## src/rtl/seg7_pkg.sv

```systemverilog
// Shared 7-segment pattern constants and the nibble decoder used by the scan driver.
// Bit 6 is segment a, bit 0 is segment g; a 1 means the segment is lit.
package seg7_pkg;

  localparam logic [6:0] SEG_0    = 7'b1111110;
  localparam logic [6:0] SEG_1    = 7'b0110000;
  localparam logic [6:0] SEG_2    = 7'b1101101;
  localparam logic [6:0] SEG_3    = 7'b1111001;
  localparam logic [6:0] SEG_4    = 7'b0110011;
  localparam logic [6:0] SEG_5    = 7'b1011011;
  localparam logic [6:0] SEG_6    = 7'b1011111;
  localparam logic [6:0] SEG_7    = 7'b1110000;
  localparam logic [6:0] SEG_8    = 7'b1111111;
  localparam logic [6:0] SEG_9    = 7'b1111011;
  localparam logic [6:0] SEG_A    = 7'b1110111;
  localparam logic [6:0] SEG_B    = 7'b0011111;
  localparam logic [6:0] SEG_C    = 7'b1001110;
  localparam logic [6:0] SEG_D    = 7'b0111101;
  localparam logic [6:0] SEG_E    = 7'b1001111;
  localparam logic [6:0] SEG_F    = 7'b1000111;
  localparam logic [6:0] SEG_DASH = 7'b0000001;
  localparam logic [6:0] SEG_OFF  = 7'b0000000;

  // In decimal mode the digits above 9 show a dash so that bad BCD is visible on the display.
  function automatic logic [6:0] nibble_to_seg(input logic [3:0] nibble, input logic hex_en);
    logic [6:0] pattern;
    case (nibble)
      4'h0:    pattern = SEG_0;
      4'h1:    pattern = SEG_1;
      4'h2:    pattern = SEG_2;
      4'h3:    pattern = SEG_3;
      4'h4:    pattern = SEG_4;
      4'h5:    pattern = SEG_5;
      4'h6:    pattern = SEG_6;
      4'h7:    pattern = SEG_7;
      4'h8:    pattern = SEG_8;
      4'h9:    pattern = SEG_9;
      4'hA:    pattern = hex_en ? SEG_A : SEG_DASH;
      4'hB:    pattern = hex_en ? SEG_B : SEG_DASH;
      4'hC:    pattern = hex_en ? SEG_C : SEG_DASH;
      4'hD:    pattern = hex_en ? SEG_D : SEG_DASH;
      4'hE:    pattern = hex_en ? SEG_E : SEG_DASH;
      default: pattern = hex_en ? SEG_F : SEG_DASH;
    endcase
    return pattern;
  endfunction

endpackage

```

## src/rtl/seg7_hex_pattern.sv

```systemverilog
// Combinational single-digit decoder: one nibble plus the mode bit in, segment pattern out.
// The pattern uses logical polarity, where a 1 means the segment is lit.
module seg7_hex_pattern (
  input  logic [3:0] nibble,
  input  logic       hex_en,
  output logic [6:0] pattern
);
  import seg7_pkg::*;

  assign pattern = nibble_to_seg(nibble, hex_en);

endmodule

```

## src/rtl/seg7_scan_driver.sv

```systemverilog
// Time-multiplexed N-digit 7-segment driver with a frame-aligned value update, leading-zero
// suppression, a global blank and selectable segment/anode polarity.
module seg7_scan_driver #(
  parameter int N_DIGITS       = 4,
  parameter int SCAN_DIV       = 1000,
  parameter bit ACTIVE_LOW_SEG = 1'b0,
  parameter bit ACTIVE_LOW_AN  = 1'b0
) (
  input  logic                  clk,
  input  logic                  rst_n,
  input  logic [4*N_DIGITS-1:0] value_in,
  input  logic                  load,
  input  logic                  hex_en,
  input  logic                  lz_suppress,
  input  logic                  blank,
  output logic [6:0]            seg_out,
  output logic [N_DIGITS-1:0]   an_out,
  output logic                  frame_start,
  output logic                  update_pending
);
  import seg7_pkg::*;

  localparam int CNT_W = $clog2(SCAN_DIV);
  localparam int IDX_W = (N_DIGITS > 1) ? $clog2(N_DIGITS) : 1;
  localparam int VAL_W = 4 * N_DIGITS;

  logic [CNT_W-1:0]    cnt;
  logic [IDX_W-1:0]    idx;
  logic [VAL_W-1:0]    shadow;
  logic [VAL_W-1:0]    active;
  logic                pending;
  logic                tick;
  logic                wrap;
  logic [3:0]          nibble;
  logic [6:0]          pattern;
  logic                suppress;
  logic [N_DIGITS-1:0] an_next;
  logic [6:0]          seg_q;
  logic [N_DIGITS-1:0] an_q;
  logic                frame_q;

  assign tick = (cnt == CNT_W'(SCAN_DIV - 1));
  assign wrap = tick && (idx == IDX_W'(N_DIGITS - 1));

  always_ff @(posedge clk or negedge rst_n) begin
    if (!rst_n) begin
      cnt <= '0;
      idx <= '0;
    end else if (tick) begin
      cnt <= '0;
      idx <= (idx == IDX_W'(N_DIGITS - 1)) ? '0 : idx + 1'b1;
    end else begin
      cnt <= cnt + 1'b1;
    end
  end

  // A load in the wrap cycle bypasses the shadow, so it is shown in the very next frame.
  always_ff @(posedge clk or negedge rst_n) begin
    if (!rst_n) begin
      shadow  <= '0;
      active  <= '0;
      pending <= 1'b0;
    end else begin
      if (load) shadow <= value_in;
      if (wrap) begin
        active  <= load ? value_in : shadow;
        pending <= 1'b0;
      end else if (load) begin
        pending <= 1'b1;
      end
    end
  end

  always_comb begin
    nibble   = '0;
    an_next  = '0;
    suppress = lz_suppress;
    for (int k = 0; k < N_DIGITS; k++) begin
      if (idx == IDX_W'(k)) begin
        nibble     = active[4*k +: 4];
        an_next[k] = 1'b1;
      end
      if ((IDX_W'(k) >= idx) && (active[4*k +: 4] != 4'h0)) suppress = 1'b0;
    end
    if (idx == '0) suppress = 1'b0;
    // Anodes stay dark in the first cycle of every slot so the previous digit cannot ghost.
    if (blank || (cnt == '0)) an_next = '0;
  end

  seg7_hex_pattern u_pattern (
    .nibble  (nibble),
    .hex_en  (hex_en),
    .pattern (pattern)
  );

  always_ff @(posedge clk or negedge rst_n) begin
    if (!rst_n) begin
      seg_q   <= SEG_OFF;
      an_q    <= '0;
      frame_q <= 1'b0;
    end else begin
      seg_q   <= suppress ? SEG_OFF : pattern;
      an_q    <= an_next;
      frame_q <= wrap;
    end
  end

  assign seg_out        = seg_q ^ {7{ACTIVE_LOW_SEG}};
  assign an_out         = an_q ^ {N_DIGITS{ACTIVE_LOW_AN}};
  assign frame_start    = frame_q;
  assign update_pending = pending;

endmodule
```

## config.mk

```make
export PLATFORM = sky130hd
export DESIGN_NAME = seg7_scan_driver
export DESIGN_NICKNAME = d
export VERILOG_FILES = /design/src/rtl/seg7_pkg.sv /design/src/rtl/seg7_hex_pattern.sv /design/src/rtl/seg7_scan_driver.sv
export SDC_FILE = /design/constraint.sdc
export NUM_CORES = 1
export LEC_CHECK = 0
export ABC_AREA = 0
export BUFFER_PORTS_ARGS = -buffer_cell sky130_fd_sc_hd__buf_2
export CAP_MARGIN = 20
export CORE_MARGIN = 2
export CORE_UTILIZATION = 50
export CTS_CLUSTER_DIAMETER = 60
export DETAILED_ROUTE_END_ITERATION = 6
export GPL_TIMING_DRIVEN = 0
export PLACE_DENSITY = 0.7
export SYNTH_ARGS = -nofsm -noshare
export SYNTH_HDL_FRONTEND = slang
export SYNTH_SLANG_ARGS = --single-unit
export TNS_END_PERCENT = 100
```

## constraint.sdc

```tcl
create_clock -name clk -period 2.4 [get_ports clk]
set_clock_uncertainty 0.05 [all_clocks]
set_input_delay 0.24 -clock clk [delete_from_list [all_inputs] [get_ports clk]]
set_output_delay 0.24 -clock clk [all_outputs]
set_load 0.005 [all_outputs]
```

### After elaboration in Yosys (flattened, before gate mapping)

Index checks and enable logic that the tools add are counted.

* word-level logic and storage cells: 73
* bits in registers: 57
* output and inout bits: 13
* input bits: 22

* reductions and logical operators: 14
* order comparisons: 4
* add/subtract/negate cells: 2
* multiplexer cells: 27
* equal/unequal tests: 18

Operator list (number)
* 7-bit one-hot mux with 15 select lines: 1
* 7-bit two-way mux: 5
* 4-bit equality test (second input constant): 7
* 4-bit two-way mux: 5
* 4-bit by 3-bit equality test with 1-bit output (second input constant): 4
* 16-bit two-way mux: 1
* 4-bit nonzero test: 4
* 1-bit two-way mux: 11
* 10-bit by 1-bit adder with 10-bit output (second input constant): 1
* 10-bit equality test (second input constant): 1
* 10-bit zero test: 1
* 10-bit two-way mux: 1
* 4-bit by 2-bit equality test with 1-bit output (second input constant): 2
* 6-bit two-way mux: 1
* 1-bit logical AND: 5
* 5-bit two-way mux: 1
* 2-bit equality test (second input constant): 2
* 4-bit by 1-bit equality test with 1-bit output (second input constant): 1
* 1-bit by 2-bit greater-or-equal comparator with 1-bit output (first input constant): 2
* 2-bit greater-or-equal comparator (first input constant): 2
* 4-bit zero test: 1
* 2-bit by 1-bit adder with 2-bit output (second input constant): 1
* 2-bit by 1-bit equality test with 1-bit output (second input constant): 1
* 2-bit zero test: 1
* 3 further kinds: 3

### Longest topological paths before layout

Gate-level depths: netlist of run 1.

* word-level depth: 8
* mapped depth: 8

### By module

From an unflattened synthesis of run 1, not the netlist that was laid out.

* cell total of the unflattened synthesis: 232
* area total of the unflattened synthesis: 2712.6 um^2

By module, submodules not included
* seg7_scan_driver: area each 2474.9 um^2, cells each 195, instances 1, seq. area each 1426.4 um^2
* seg7_hex_pattern: area each 237.7 um^2, cells each 37, instances 1, seq. area each 0.0 um^2

### Worst setup path after synthesis of run 1

Ideal clock, no wire load.

* kind: register to register
* start point: register idx[0]
* end point: register seg_q[6] (netlist: seg_out[6])
* library setup time: 0.104 ns
* arrival: 1.895 ns
* stages on the path, launching flop included: 8
* slack: 0.351 ns
* cells stage by stage: dfrtp_1 inv_1 ha_1 or2_4 a221o_2 and2_4 a2111o_1 o311ai_1

* cells in the longest elaborated chain, start to end: 8
* elaborated cells between the ends (all ways): 38
* classes of those cells: order compare (4); eq/ne (17); mux (11); reduce/logical (6)

Ends and longest elaborated chain
* start: declaration: RTL line seg7_scan_driver.sv:28 `logic [IDX_W-1:0] idx;`
* start signal: assignment: RTL line seg7_scan_driver.sv:51 `idx <= (idx == IDX_W'(N_DIGITS - 1)) ? '0 : idx + 1'b1;`
* 2-bit zero test / 1-bit by 2-bit greater-or-equal comparator with 1-bit output (equally long branches): RTL line seg7_scan_driver.sv:79, seg7_scan_driver.sv:85, seg7_scan_driver.sv:83
* 4-bit two-way mux / 1-bit logical AND (equally long branches): RTL line seg7_scan_driver.sv:79, seg7_scan_driver.sv:83
* 4-bit two-way mux / 1-bit two-way mux (equally long branches) (3 in series): RTL line seg7_scan_driver.sv:79, seg7_scan_driver.sv:83
* 4-bit equality test, or another cell as far along: RTL line seg7_pkg.sv:27 `case (nibble)`
* 7-bit one-hot mux with 15 select lines / 1-bit two-way mux (equally long branches): RTL line seg7_pkg.sv:27, seg7_scan_driver.sv:85
* 7-bit two-way mux *: RTL line seg7_scan_driver.sv:102 `seg_q <= suppress ? SEG_OFF : pattern;`
* end signal: assignment: RTL line seg7_scan_driver.sv:102
* end: declaration: RTL line seg7_scan_driver.sv:38 `logic [6:0] seg_q;`

Every way passes the cells marked *; elsewhere a longest branch is shown, timed or not.
A chain may end at the register's enable or synchronous reset.

### Worst setup path in the final report of run 1

Same ends and word-level chain as after synthesis.

==> results.json, run 1 <==
{
  "gr-total-overflow": 0,
  "grt_busiest_layer": "met2",
  "rrSetupSlack_ns": 0.13,
  "worst_hold_path_type": "in2reg",
  "critPathMaxStageDelay_ns": 0.40,
  "crit_slowest_cell": "dfrtp_1",
  "diodes": 0,
  "cts_buffers": 9,
  "ys_ff_latch": 57,
  "cts_root_buf": "clkbuf_8",
  "synth_area_um2": 2743,
  "core_area_um2": 5205,
  "die_h_um": 78.06,
  "crit-reg2reg-launch": "idx[0]$_DFFE_PN0N_",
  "start_kind": "register",
  "io_buffers": 33,
  "power.density_nw_per_um2": 606.8,
  "synth_edf_count": 0,
  "clockPowerShare_pct": 37.9,
  "htreeDepth": 3,
  "regArea_um2": 1426,
  "worstPathCellList": "inv_1 -> ha_1 -> or2_4 -> a221o_2 -> and2_4 -> a2111o_1 -> o311ai_1",
  "grt_pass1_vias": 1874,
  "swShare_pct": 23.45,
  "fp.dieW_um": 78.06,
  "yosysTopAreaCell": "dfrtp_1",
  "dp_hpwl_um": 3666,
  "synth_area_leaders": "dfrtp_1 (52%), mux2_2 (12%), ha_1 (3.2%)",
  "worstRegToRegCells": 7,
  "hold_violations": 0,
  "rows": 26,
  "cts_tree": "done",
  "fillCellCount": 437,
  "antenna_found_initial": 0,
  "synthFlopType": "dfrtp_1",
  "hp-start": "value_in[10]",
  "seqPwrFrac_pct": 52.9,
  "syn_nets": 254,
  "antenna_left": 0,
  "clk_pin_slew_ns": 0.06,
  "synth.distinct_cells": 54,
  "grt.met1_usage_pct": 24.20,
  "dpl_worst_slack_ns": 0.1123,
  "use_met3_pct": 7.471,
  "ir_drop_mv": 0.3584,
  "multiInputGateArea_um2": 1281,
  "fmax_ghz": 0.4398,
  "finalCritPeriodShare_pct": 94.74,
  "grt_max_degree": 33,
  "synth_cells": 225,
  "grt_pass1_wl_um": 8756,
  "required_ns": 2.58,
  "ys_seq_area_share_pct": 52.01,
  "yosys_warnings": 0,
  "drive_gt1_share_pct": 36.36,
  "worst_pin_slew_ns": 0.5937,
  "avgSynthCellArea_um2": 12.19,
  "synth.top_cell.area_share_pct": 52.01,
  "fin_crit_ns": 2.274,
  "die-area_um2": 6093,
  "rr_endpoint": "seg_out[6]$_DFF_PN0_",
  "crit_type": "reg2reg",
  "rsz0062_at_grt": "yes",
  "worstPathMaxFanout": 7,
  "dpl_cell_area_um2": 3015,
  "p_leak_uw": 0.001459,
  "timing.hold.ws_ns": 0.09817,
  "clk_path_buf_depth": 2,
  "first_iter_violations": 55,
  "worstHoldPathCells": 2,
  "max_slew_margin_pct": 60.42,
  "place.gp.congestion": 0.9121,
  "design_area_um2": 3224,
  "status": "completed",
  "pin_count": 35,
  "clkLatencyLatePin_ns": 0.33,
  "slew_viol_final": 0,
  "pwr-share-comb_pct": 9.2,
  "p_int_uw": 1498,
  "wl_per_cell_um": 14.71,
  "setup_viol": 0,
  "drt_wl_total_um": 5075,
  "dr.pass1.iters": 4,
  "endpoint_kind": "register",
  "drcViolationCount": 0,
  "initial_core_util_pct": 52.69,
  "post_drt_via_cell_ratio": 5.490,
  "fin_ws_ns": 0.1262,
  "gr-usage-met2_pct": 28.28,
  "layout.nets": 300,
  "areaGrowthSynthToFinish_pct": 17.56,
  "drv_cap": 0,
  "finalSetupTns_ns": 0,
  "grt_usage_pct": 18.82,
  "switchingPower_uw": 458.9,
  "crit_arrival_ns": 2.45,
  "hold_path_end": "shadow[10]$_DFF_PN0_",
  "vias": 1894,
  "cts.sinks": 57,
  "async_flop_share_pct": 100.0
}
[synth_stat cells, drive strengths merged, types with 5 or more instances]
master,number
nand2,5
ha,7
mux2,32
buf,5
a21oi,6
dfrtp,57
nor2,15
o21ai,12
inv,8
and2,5
a221oi,5
nand3,11
[cell type report]
type                            instances  area share [%]
Sequential cell                        57           44.24
Multi-Input combinational cell        153           39.74
Timing Repair Buffer                   35           6.054
Clock buffer                           12           4.501
Tap cell                               70           2.716
Buffer                                  7           1.281
Inverter                                8          0.9313
Clock inverter                          3          0.5433
[worst max-delay path by stage]
stage                  startpoint              endpoint  slack [ns]  cells past startpoint
2_1_floorplan  idx[0]$_DFFE_PN0N_  seg_out[6]$_DFF_PN0_        0.35                      7
3_3_place_gp   idx[0]$_DFFE_PN0N_  seg_out[3]$_DFF_PN0_        0.14                      7
3_5_place_dp   idx[0]$_DFFE_PN0N_  seg_out[3]$_DFF_PN0_        0.11                      7
4_1_cts        idx[0]$_DFFE_PN0N_  seg_out[3]$_DFF_PN0_        0.09                      7
5_1_grt        idx[0]$_DFFE_PN0N_  seg_out[3]$_DFF_PN0_      -0.001                      7
6_report       idx[0]$_DFFE_PN0N_  seg_out[6]$_DFF_PN0_        0.13                      7
[layer usage]
metal | share of wire (%) | vias up
met5 | 0 | -
met4 | 1.5 | 0
met3 | 5.5 | 9
met2 | 46 | 42
met1 | 47 | 921
li1 | - | 922
[through the flow]
| stage | total power (uW) | cells | utilization [%] |
|---|---|---|---|
| after floorplan | 1154 | 225 | - |
| after global placement | 1222 | 328 | 57.55 |
| after detailed placement | 1231 | 329 | 57.93 |
| after CTS | 1987 | 345 | 61.25 |
| after global routing | 2058 | 345 | 61.95 |
| final | 1957 | 345 | 61.95 |
[sequential cells by signal, indices dropped and copies added (netlist names)]
name / cells
active: 16
idx: 2
update_pending: 1
seg_out: 7
frame_start: 1
an_out: 4
shadow: 16
cnt: 10
[what timing repair did]
action                                  4_1_cts  5_1_grt
buffers inserted                              0        0
hold buffers                                  1        0
resized for setup                             0        5
endpoints found under the setup margin        0        5
hold endpoints to repair                     25        0
[power by group through the flow]
stage / clock network (uW) / logic (uW) / registers (uW)
6_report: 742 / 179 / 1040
3_3_place_gp: 0 / 171 / 1050
5_1_grt: 813 / 203 / 1040
3_5_place_dp: 0 / 178 / 1050
2_1_floorplan: 0 / 105 / 1050
4_1_cts: 772 / 179 / 1040
[cell usage in the layout (no fill, tap or decap), types with 4 or more instances in the layout]
cell / n
xor2_1: 4
dfrtp_1: 57
inv_1: 8
ha_1: 7
nand2_1: 4
buf_2: 36
and2_1: 4
nand3_1: 11
xnor2_1: 4
nor2_1: 14
mux2_2: 29
a21oi_1: 5
clkbuf_1: 4
o21ai_0: 10
clkbuf_8: 10
[cell families after synthesis]
family	synth area share (%)
adders and majority gates	3.193
and+or+nand+nor	13.23
xor gates and xnor gates	2.554
AOI/OAI and AO/OA	13.28
muxes	13.14
DFF	52.01
buffers and inverters	2.600
[worst max-delay path, delay by kind of cell, from the launching register on]
family / cells / cell delay [ns]
adders and majority gates: 1 / 0.28
and+or+nand+nor: 2 / 0.51
DFF: 1 / 0.40
AOI/OAI and AO/OA: 3 / 0.80
buffers and inverters: 1 / 0.10
Note: power is estimated with default switching activity, not from simulation.
==> run 2: changes to the inputs <==
--- a/config.mk
+++ b/config.mk
@@ -8,13 +8,15 @@
 export ABC_AREA = 0
 export BUFFER_PORTS_ARGS = -buffer_cell sky130_fd_sc_hd__buf_2
 export CAP_MARGIN = 20
+export CORE_ASPECT_RATIO = 1.75
 export CORE_MARGIN = 2
 export CORE_UTILIZATION = 50
 export CTS_CLUSTER_DIAMETER = 60
 export DETAILED_ROUTE_END_ITERATION = 6
 export GPL_TIMING_DRIVEN = 0
-export PLACE_DENSITY = 0.7
+export PLACE_DENSITY = 0.71
 export SYNTH_ARGS = -nofsm -noshare
 export SYNTH_HDL_FRONTEND = slang
+export SYNTH_HIERARCHICAL = 1
 export SYNTH_SLANG_ARGS = --single-unit
 export TNS_END_PERCENT = 100
==> run 2 against run 1 <==
Compared with the run above: count of clock-buffer cells in the layout unchanged; worst hold slack got worse by 0.0092 ns; total power grew 11%; synthesized area down 1.1%; non-clock buffer count increased by 3; largest power group unchanged.
==> results.json, run 2 <==
{
  "yosysTopAreaCell": "dfrtp_1",
  "power.density_nw_per_um2": 670.7,
  "die-area_um2": 6054,
  "synth.top_cell.area_share_pct": 52.58,
  "grt_pass1_vias": 1830,
  "clk_pin_slew_ns": 0.07,
  "async_flop_share_pct": 100.0,
  "place.gp.congestion": 0.8671,
  "cts_buffers": 9,
  "dp_cells": 321,
  "p_leak_uw": 0.001514,
  "drt_wl_total_um": 5069,
  "syn_nets": 261,
  "fmax_ghz": 0.4297,
  "io_buffers": 33,
  "endpoint": "seg_out[5]$_DFF_PN0_",
  "slew_viol_final": 0,
  "yosysMostFrequentCell": "dfrtp_1",
  "worst_pin_slew_ns": 0.5566,
  "critPathLaunch": "idx[0]$_DFFE_PN0N_",
  "drcViolationCount": 0,
  "synth_area_leaders": "dfrtp_1 (53%), mux2_2 (11%), mux2_4 (4.4%)",
  "setup_viol": 0,
  "clk_path_buf_depth": 2,
  "ir_drop_mv": 0.3018,
  "synthAdderAreaFrac_pct": 3.229,
  "synth-xor-area-share_pct": 1.937,
  "fin_ws_ns": 0.07306,
  "worst_hold_path_type": "in2reg",
  "htreeDepth": 3,
  "cts_root_buf": "clkbuf_8",
  "vias": 1872,
  "hold_violations": 0,
  "die_h_um": 101.4,
  "yosys_warnings": 6,
  "fin_crit_ns": 2.327,
  "antenna_found_initial": 0,
  "synth.distinct_cells": 46,
  "cts.sinks": 57,
  "avgSynthCellArea_um2": 11.69,
  "dr.pass1.iters": 4,
  "status": "completed",
  "grt_pass1_wl_um": 8266,
  "post_drt_via_cell_ratio": 5.538,
  "synth-simple-area-share_pct": 13.65,
  "grt_usage_pct": 19.00,
  "cpMostUsedCell": "o21ai_0",
  "critPathMaxStageDelay_ns": 0.43,
  "start_kind": "register",
  "drv_cap": 0,
  "endpoint_kind": "register",
  "worstPathMaxFanout": 6,
  "cp.depth": 10,
  "core_area_um2": 5255,
  "timing.critical_path.buf_inv": 1,
  "crit_slowest_cell": "dfrtp_1",
  "finalCritPeriodShare_pct": 96.96,
  "final_cell_mix": "dfrtp_1 (57), buf_2 (34), mux2_2 (26)",
  "drive_gt1_share_pct": 36.75,
  "initial_core_util_pct": 51.62,
  "muxShareOfSynthArea_pct": 15.22,
  "rr_endpoint": "seg_out[5]$_DFF_PN0_",
  "synth_top_family_by_area": "multiplexers",
  "wl_per_cell_um": 15.00,
  "cts_tree": "done",
  "clkLatencyLatePin_ns": 0.35,
  "ys_seq_area_share_pct": 52.58,
  "first_iter_violations": 70,
  "pin_count": 35,
  "antenna_left": 0,
  "utilization_pct": 61.36,
  "crit-reg2reg-launch": "idx[0]$_DFFE_PN0N_",
  "crit_type": "reg2reg",
  "worstRegToRegCells": 10,
  "grt_max_degree": 43,
  "reg_top3": "active: 16 flops, shadow: 16 flops, cnt: 10 flops",
  "dp_hpwl_um": 3689,
  "synth-compound-area-share_pct": 9.825,
  "max_slew_margin_pct": 62.89,
  "areaGrowthSynthToFinish_pct": 18.87,
  "final_cells": 338,
  "synthTopCellsByCount": "dfrtp_1 (57), mux2_2 (26), nand2_1 (18)",
  "finalSetupTns_ns": 0,
  "synth_edf_count": 0,
  "timing.hold.ws_ns": 0.08900,
  "synth_cells": 232,
  "required_ns": 2.56,
  "final_common_cell": "dfrtp_1",
  "rrSetupSlack_ns": 0.07,
  "ys_ff_latch": 57,
  "crit_arrival_ns": 2.49,
  "rows": 35,
  "gr-total-overflow": 0,
  "cp_top_family": "compound AO/OA/AOI/OAI gates",
  "synth_area_um2": 2713,
  "worstPathCellList": "inv_1 -> ha_2 -> nand2_1 -> o21ai_0 -> o21ai_0 -> o21ai_2 -> nand2b_1 -> o22ai_1 -> a221o_1 -> nor2b_1",
  "dpl_worst_slack_ns": -0.2384,
  "layout.nets": 307,
  "rsz0062_at_grt": "yes",
  "diodes": 0,
  "synthFlopType": "dfrtp_1",
  "fp.dieW_um": 59.68
}
run 2: changes by cell type after synthesis, moves of 4 or more:
cell | before | now
a221oi_2 | 4 | 0
nand3_1 | 11 | 6
nor2b_1 | 2 | 9
a21oi_1 | 6 | 11
o21ai_0 | 10 | 15
mux2_4 | 0 | 8
nand2_1 | 4 | 18
run 2: how the worst min path moves through the flow:
stage	slack, ns	start	cells after the start	end
6_report	0.09	value_in[14]	2	shadow[14]$_DFF_PN0_
5_1_grt	0.1	value_in[9]	2	shadow[9]$_DFF_PN0_
4_1_cts	0.08	value_in[14]	2	shadow[14]$_DFF_PN0_
3_5_place_dp	0.13	rst_n	1	update_pending$_DFFE_PN0P_
3_3_place_gp	0.41	update_pending$_DFFE_PN0P_	1	update_pending$_DFFE_PN0P_
2_1_floorplan	-0.11	rst_n	0	active[0]$_DFFE_PN0P_
run 2: cell families (layout without fill, tap and decap cells):
| group | count (synthesis) | in the layout |
|---|---|---|
| adder cells (fa/ha/maj) | 7 | 7 |
| multiplexers | 34 | 34 |
| flip-flops | 57 | 57 |
| AND/OR/NAND/NOR | 67 | 67 |
| AO/OA/AOI/OAI | 44 | 44 |
| XOR/XNOR | 6 | 6 |
| buffers and inverters | 17 | 68 |
run 2: where the power goes:
part	switching [uW]	leakage (uW)	internal [uW]
combinational	88.7	0.000712	96.0
sequential	20.9	0.000697	1010
clock	383	0.000105	562
total	492	0.00151	1670
run 2: area by class of cell:
class,instances,area (um^2)
Fill cell,442,2031
Sequential cell,57,1426
Multi-Input combinational cell,158,1215
Timing Repair Buffer,36,202.7
Clock buffer,12,165.2
Buffer,9,70.07
Tap cell,55,68.82
Clock inverter,4,50.05
Inverter,7,26.28
run 2: through the flow:
stage	instance area (um^2)	total power, uW
4_1_cts	3192	2183
3_3_place_gp	2947	1226
6_report	3224	2163
3_5_place_dp	2967	1235
2_1_floorplan	2713	1157
5_1_grt	3224	2242
run 2: routing by layer:
layer | part of all wire, % | GRT usage [%] | vias up
met5 | 0 | 0 | -
met4 | 2.1 | 12.65 | 0
met3 | 3.7 | 4.470 | 11
met2 | 56 | 33.36 | 38
met1 | 38 | 19.03 | 917
li1 | - | - | 906
run 2: timing repair:
action	CTS	global route
pin swaps	0	1
endpoints found under the setup margin	7	15
endpoints found under the hold margin	15	0
buffers inserted	0	1
hold buffers	1	0
resized for setup	5	8
==> run 3: changes to the inputs <==
--- a/config.mk
+++ b/config.mk
@@ -15,6 +15,7 @@
 export DETAILED_ROUTE_END_ITERATION = 6
 export GPL_TIMING_DRIVEN = 0
 export PLACE_DENSITY = 0.71
+export SETUP_SLACK_MARGIN = 0.1
 export SYNTH_ARGS = -nofsm -noshare
 export SYNTH_HDL_FRONTEND = slang
 export SYNTH_HIERARCHICAL = 1
==> run 3 against run 2 <==
Compared with the run above: die area unchanged; combinational power is 4% higher; worst hold slack better by 0.0023 ns; total power up 0.22%; wire length up 3.6%; critical path depth grew 2; sequential share of layout area is 0.75 points lower; count of clock-buffer cells in the layout stayed put; design area rose by 1.8%; fmax up 4.1%; largest power group unchanged.
==> results.json, run 3 (synthesis results as in run 2) <==
{
  "status": "completed",
  "antenna_left": 0,
  "timing.hold.ws_ns": 0.09125,
  "crit_arrival_ns": 2.40,
  "clk_path_buf_depth": 2,
  "layout.nets": 311,
  "fin_crit_ns": 2.236,
  "rrSetupSlack_ns": 0.16,
  "cpMostUsedCell": "o21ai_1",
  "finalSetupTns_ns": 0,
  "first_iter_violations": 62,
  "cp_top_family": "compound AO/OA/AOI/OAI gates",
  "p_int_uw": 1674,
  "final_common_cell": "dfrtp_1",
  "power.density_nw_per_um2": 660.2,
  "endpoint_kind": "register",
  "worstPathMaxFanout": 10,
  "required_ns": 2.56,
  "areaGrowthSynthToFinish_pct": 21.03,
  "grt_pass1_wl_um": 8321,
  "switchingPower_uw": 493.5,
  "finalCritPeriodShare_pct": 93.17,
  "hp-start": "value_in[14]",
  "seqPwrFrac_pct": 47.7,
  "cts_root_buf": "clkbuf_8",
  "max_slew_margin_pct": 63.03,
  "grt_pass1_vias": 1846,
  "final_cell_mix": "dfrtp_1 (56), buf_2 (34), mux2_2 (26)",
  "place.gp.congestion": 0.8671,
  "dr.pass1.iters": 4,
  "power.total_uw": 2167,
  "ir_drop_mv": 0.2999,
  "slew_viol_final": 0,
  "io_buffers": 33,
  "clk_pin_slew_ns": 0.07,
  "rsz0062_at_grt": "yes",
  "critPathLaunch": "idx[1]$_DFFE_PN0N_",
  "cts_tree": "done",
  "die_h_um": 101.4,
  "die-area_um2": 6054,
  "diodes": 0,
  "swShare_pct": 22.77,
  "drv_cap": 0,
  "post_drt_via_cell_ratio": 5.643,
  "timing.critical_path.buf_inv": 3,
  "crit-reg2reg-launch": "idx[1]$_DFFE_PN0N_",
  "setup_viol": 0,
  "cts_buffers": 9,
  "drt_wl_total_um": 5253,
  "grt_usage_pct": 19.05,
  "p_leak_uw": 0.001547,
  "worst_pin_slew_ns": 0.5546,
  "wl_per_cell_um": 15.36,
  "critPathMaxStageDelay_ns": 0.40,
  "clockPowerShare_pct": 43.5,
  "initial_core_util_pct": 51.62,
  "fin_ws_ns": 0.1639,
  "dp_cells": 321,
  "crit_type": "reg2reg",
  "fmax_ghz": 0.4472,
  "final_cells": 342,
  "cts.sinks": 57,
  "reg_top3": "active: 16 flops, shadow: 16 flops, cnt: 10 flops",
  "pwr-share-comb_pct": 8.8,
  "drive_gt1_share_pct": 39.72,
  "drcViolationCount": 0,
  "worst_hold_path_type": "in2reg",
  "vias": 1930,
  "pin_count": 35,
  "gr-total-overflow": 0,
  "rows": 35,
  "crit_slowest_cell": "dfrtp_1",
  "clkLatencyLatePin_ns": 0.35,
  "hold_violations": 0,
  "worstPathCellList": "inv_2 -> ha_1 -> buf_4 -> a21oi_1 -> o21ai_1 -> o21ai_1 -> o21ai_2 -> buf_6 -> nor2_1 -> nand2b_1 -> a221o_1 -> nor2b_1",
  "start_kind": "register",
  "antenna_found_initial": 0,
  "core_area_um2": 5255,
  "dp_hpwl_um": 3689,
  "dpl_worst_slack_ns": -0.2384,
  "fp.dieW_um": 59.68,
  "htreeDepth": 3,
  "grt_max_degree": 43
}
run 3: cell types whose count changed in the layout (fill, tap and decap cells not counted), sizes merged:
cell  previous run  this run
buf             41        45
run 3: worst paths after layout:
check,end,cells after the start
max,seg_out[5]$_DFF_PN0_,12
min,shadow[14]$_DFF_PN0_,2
max reg2reg,seg_out[5]$_DFF_PN0_,12
min reg2reg,update_pending$_DFFE_PN0P_,1
max in group asynchronous,idx[0]$_DFFE_PN0N_,3
min in group asynchronous,update_pending$_DFFE_PN0P_,2
run 3: power by group through the flow:
stage,Sequential (uW),Combinational [uW],Clock (uW)
after detailed placement,1050,184,0
after global placement,1050,176,0
after global routing,1040,215,995
after CTS,1030,187,963
after floorplan,1050,110,0
final,1030,192,942
run 3: cell type report:
cell class,count,area [um^2]
flip-flops and latches,57,1428
repair buffers,39,225.2
plain buffers,10,77.57
inverters,7,26.28
well taps,55,68.82
clock inverters,4,50.05
clock buffers,12,165.2
multi-input cells,158,1242
fillers,432,1972
run 3: worst register-to-register path, cell delays in order (launching register included):
cell	delay, ns
dfrtp_1	0.40
inv_2	0.09
ha_1	0.15
buf_4	0.16
a21oi_1	0.07
o21ai_1	0.07
o21ai_1	0.08
o21ai_2	0.23
buf_6	0.15
nor2_1	0.07
nand2b_1	0.17
a221o_1	0.29
nor2b_1	0.12
run 3: metrics by stage:
stage / area, um^2 / util (%)
floorplan: 2713 / -
global placement: 2947 / 56.07
detailed placement: 2967 / 56.45
CTS: 3217 / 61.21
global route: 3283 / 62.48
finish: 3283 / 62.48
run 3: metal layers:
metal	track usage, %	vias to the layer above	wire length, um
li1	-	917	-
met1	19.20	953	1968
met2	33.36	49	2936
met3	4.470	11	198
met4	12.65	0	148
met5	0	-	0
run 3: repair_timing:
item,in CTS,in global routing
endpoints found under the hold margin,15,0
setup buffers,1,3
pin swaps,1,2
endpoints found under the setup margin,15,7
hold buffers,1,0
gates resized for setup,8,20
